--- config.mk ---
export PLATFORM = sky130hd
export DESIGN_NAME = mux_nx1_reg
export DESIGN_NICKNAME = d
export VERILOG_FILES = /design/src/rtl/mux_nx1_reg.sv
export SDC_FILE = /design/constraint.sdc
export NUM_CORES = 1
export LEC_CHECK = 0
export ABC_AREA = 1
export CAP_MARGIN = 20
export CORE_MARGIN = 4
export CORE_UTILIZATION = 38
export CTS_BUF_LIST = sky130_fd_sc_hd__clkbuf_8 sky130_fd_sc_hd__clkbuf_16
export CTS_CLUSTER_DIAMETER = 150
export DETAILED_ROUTE_END_ITERATION = 12
export HOLD_SLACK_MARGIN = 0.12
export PLACE_DENSITY = 0.84
export SLEW_MARGIN = 20
export SYNTH_ARGS = -nofsm -noshare
export SYNTH_HDL_FRONTEND = slang
export SYNTH_SLANG_ARGS = --single-unit
--- constraint.sdc ---
create_clock -name clk -period 3.43 [get_ports clk]
set_clock_uncertainty 0.15 [all_clocks]
set_input_delay 0.686 -clock clk [delete_from_list [all_inputs] [get_ports clk]]
set_output_delay 0.686 -clock clk [all_outputs]
set_load 0.005 [all_outputs]
--- src/rtl/mux_nx1_reg.sv ---
// N-input registered multiplexer with valid/ready handshakes on every channel.
// Channels are picked by a fixed select or by a round-robin pointer that rotates among valid channels.
module mux_nx1_reg #(
  parameter  int WIDTH = 16,
  parameter  int N     = 4,
  localparam int SELW  = $clog2(N)
) (
  input  logic               clk,
  input  logic               rst,
  input  logic               enable,
  input  logic               mode,
  input  logic [SELW-1:0]    sel,
  input  logic [N*WIDTH-1:0] in_data,
  input  logic [N-1:0]       in_valid,
  output logic [N-1:0]       in_ready,
  output logic [WIDTH-1:0]   out_data,
  output logic               out_valid,
  input  logic               out_ready,
  output logic [SELW-1:0]    out_chan
);

  logic             load;
  logic             grant_vld;
  logic [SELW-1:0]  grant_idx;
  logic [WIDTH-1:0] grant_data;
  logic             take;
  logic [SELW-1:0]  rr_ptr;

  assign load = enable && (!out_valid || out_ready);
  assign take = load && grant_vld && !rst;

  // Round-robin starts scanning one past the last granted channel.
  always_comb begin
    grant_vld = 1'b0;
    grant_idx = '0;
    if (!mode) begin
      for (int i = 0; i < N; i++) begin
        if (int'(sel) == i && in_valid[i]) begin
          grant_vld = 1'b1;
          grant_idx = SELW'(i);
        end
      end
    end else begin
      for (int k = 1; k <= N; k++) begin
        for (int i = 0; i < N; i++) begin
          if (!grant_vld && i == (int'(rr_ptr) + k) % N && in_valid[i]) begin
            grant_vld = 1'b1;
            grant_idx = SELW'(i);
          end
        end
      end
    end
  end

  always_comb begin
    grant_data = '0;
    in_ready   = '0;
    for (int i = 0; i < N; i++) begin
      if (grant_idx == SELW'(i)) begin
        grant_data  = in_data[i*WIDTH +: WIDTH];
        in_ready[i] = take;
      end
    end
  end

  // A new word may replace the outgoing one on the same edge, keeping throughput at one per cycle.
  always_ff @(posedge clk) begin
    if (rst) begin
      out_data  <= '0;
      out_valid <= 1'b0;
      out_chan  <= '0;
      rr_ptr    <= SELW'(N - 1);
    end else if (take) begin
      out_data  <= grant_data;
      out_chan  <= grant_idx;
      out_valid <= 1'b1;
      if (mode) begin
        rr_ptr <= grant_idx;
      end
    end else if (out_valid && out_ready) begin
      out_valid <= 1'b0;
    end
  end

endmodule
==> metrics <==
status finished with violations; failing checks negative setup slack; Final Wtd Congestion 0.8970; DP HPWL 4.860 mm; fin crit period 3.455 ns; placed insts 456; clk slew on worst S/H paths 0.08 ns; top cell type by total area after synthesis dfxtp_1; residual DRC count 0; sequential-to-total area share from yosys stat 25.00%; Mapped Area 1682 um2; critical path class in -> out; Mapped Nets 369; top cell type's share of synthesized area 25.00%; total power 848.0 uW; Max Slew Vio Count 0; clk sinks 21; Vert. Die Dim 74.52 um; Max Clk Rate 289.5 MHz; clk buf depth 2; met1 WL 2.849 mm; diode count 0; hold crit path type reg -> reg; RR Startpoint rr_ptr[1]; Syn Area/Cell 5.720 um2; IO buf count 97; Worst EP arrival 2.62 ns; Netlist cell types 25; Area after DPL 2856 um2; cts bufs inserted 3; Final Util 77.02%; Root Buffer clkbuf_8; Initial DRC Count 263; first-pass GRT wire length 11.22 mm; Post-Syn Instances 294; Hold Crit Start out_chan[0]; Crit Path Max Fanout 6; Die X-Extent 74.52 um; DR top layer met4; gr usage total 25.70%; initial antenna violation count 0; worst path required time 2.59 ns; row count 23; clock latency on the worst-skew pair 0.26 ns; Slew @ Worst Pin 0.5647 ns; Seq cells post-synth 21; post-route cell area 3192 um2; DRT antenna net count 0; CP Launch Point in_valid[1]; CTS tree done; Setup crit end kind output port; nets 513; vias per inst 5.361; pre-CTS setup slack -0.5426 ns; max-cap violation count 0; # IOs 98; Syn-to-layout area delta 89.81%; vias in the first global route 2,486; Final Hold Viols 0; full die area 5553 um2; YS warnings 0; ranking of synthesized cells by area dfxtp_1, nand2_1, nand3_1; H-tree depth 1; worst setup margin -0.02459 ns; PwrDens 265.7 nW/um2; Final setup viols 1; cts hold-fix bufs 0; final hold slack 0.3284 ns; Met2 Wirelength 3.776 mm; Final Non-Filler Cells 487; drt wl/cell 15.67 um; routed wire length 7.630 mm; IR drop worst, VDD 0.1946 mV; layout cell share with drive strength beyond 1 23.57%; gr ovfl total 0; period utilization 100.7%; worst rel slew slack 62.31%; vias 2,611; FILL cells 307; routed wire length on met3 611 um; largest net degree at the start of global routing 31; Initial Util 40.58%; type of origin of the critical path primary input; Pleak 1.418 nW; core area 4144 um2; setup TNS after final layout -0.02459 ns; TritonRoute pass-1 iters 4
[registers in the layout (all words and copies together) (netlist names)]
name       count
out_data      16
out_chan       2
rr_ptr         2
out_valid      1
[where the power goes]
group	leakage, nW	total, mW	switching [mW]	internal [mW]
Sequential	0.172	0.270	0.0106	0.259
Combinational	1.22	0.411	0.195	0.216
Clock	0.0269	0.167	0.0867	0.0799
[synthesized netlist by cell type]
| cell type | count |
|---|---|
| o211ai_1 | 1 |
| clkbuf_1 | 5 |
| o21ai_0 | 14 |
| o21bai_1 | 1 |
| a31oi_1 | 1 |
| inv_2 | 2 |
| buf_6 | 1 |
| nand4_1 | 6 |
| buf_4 | 4 |
| nand2_1 | 77 |
| a21oi_1 | 8 |
| inv_1 | 20 |
| buf_2 | 4 |
| nor2_4 | 3 |
| o221ai_1 | 1 |
| a21oi_2 | 2 |
| nand2_4 | 1 |
| nor2_2 | 6 |
| nor2_1 | 53 |
| nand3_1 | 56 |
| or2_0 | 1 |
| dfxtp_1 | 21 |
| nand2_2 | 1 |
| nand4_2 | 2 |
| nor3_1 | 3 |
[worst paths after layout]
kind	end	slack, ns	cells after the start
min	out_chan[0]	0.33	2
max reg2reg	out_data[4]	0.18	20
min reg2reg	out_chan[0]	0.33	2
max	in_ready[2]	-0.02	18
[worst max-delay path, cell delays in order]
cell and delay (ns):
buf_4 0.13, nand2_4 0.06, buf_4 0.10, buf_4 0.09
buf_4 0.09, buf_4 0.09, o211ai_1 0.12, or2_1 0.27
nor2_2 0.12, nand2_1 0.10, nor2_1 0.12, nand2_1 0.09
nand2_2 0.10, nand2_4 0.08, inv_2 0.09, nand2_2 0.07
nor2_2 0.10, buf_2 0.12
[cells in the final DEF, fill, tap and decap left out, types with 4 or more instances in the layout]
cell / n
nor2_1: 47
o21ai_0: 14
inv_1: 21
nand4_1: 6
a21oi_1: 8
nor2_4: 7
nand3_1: 52
buf_2: 4
clkdlybuf4s50_1: 89
nand2_1: 70
nor2_2: 8
buf_4: 56
nand2_2: 7
dfxtp_1: 19
[kinds of logic (layout without fill, tap and decap cells)]
family,after synthesis,count (layout),synth area share [%]
buf+inv,36,179,9.673
simple gates,209,209,55.95
compound gates,28,28,9.376
flops,21,21,25.00
[metal layers]
layer | vias to the layer above | global-route usage [%]
met3 | 40 | 4.324
met4 | 0 | 14.03
li1 | 1242 | -
met1 | 1182 | 29.40
met2 | 147 | 45.17
met5 | - | 0
[final cells by class]
type                            instances  area [um2]  area share, %
Timing Repair Buffer                  153        1369          42.89
Multi-Input combinational cell        237        1205          37.75
Sequential cell                        21       427.9          13.41
Inverter                               22       82.58          2.587
Tap cell                               50       62.56          1.960
Clock buffer                            3       41.29          1.294
Clock inverter                          1       3.754         0.1176
[timing repair]
item                                    4_1_cts  5_1_grt
pin swaps                                    13       17
resized for setup                            32       31
gates cloned                                  0        0
buffers inserted                             22        6
hold endpoints to repair                      0        0
endpoints found under the setup margin        4       16
Power figures use the tool's default switching activity.
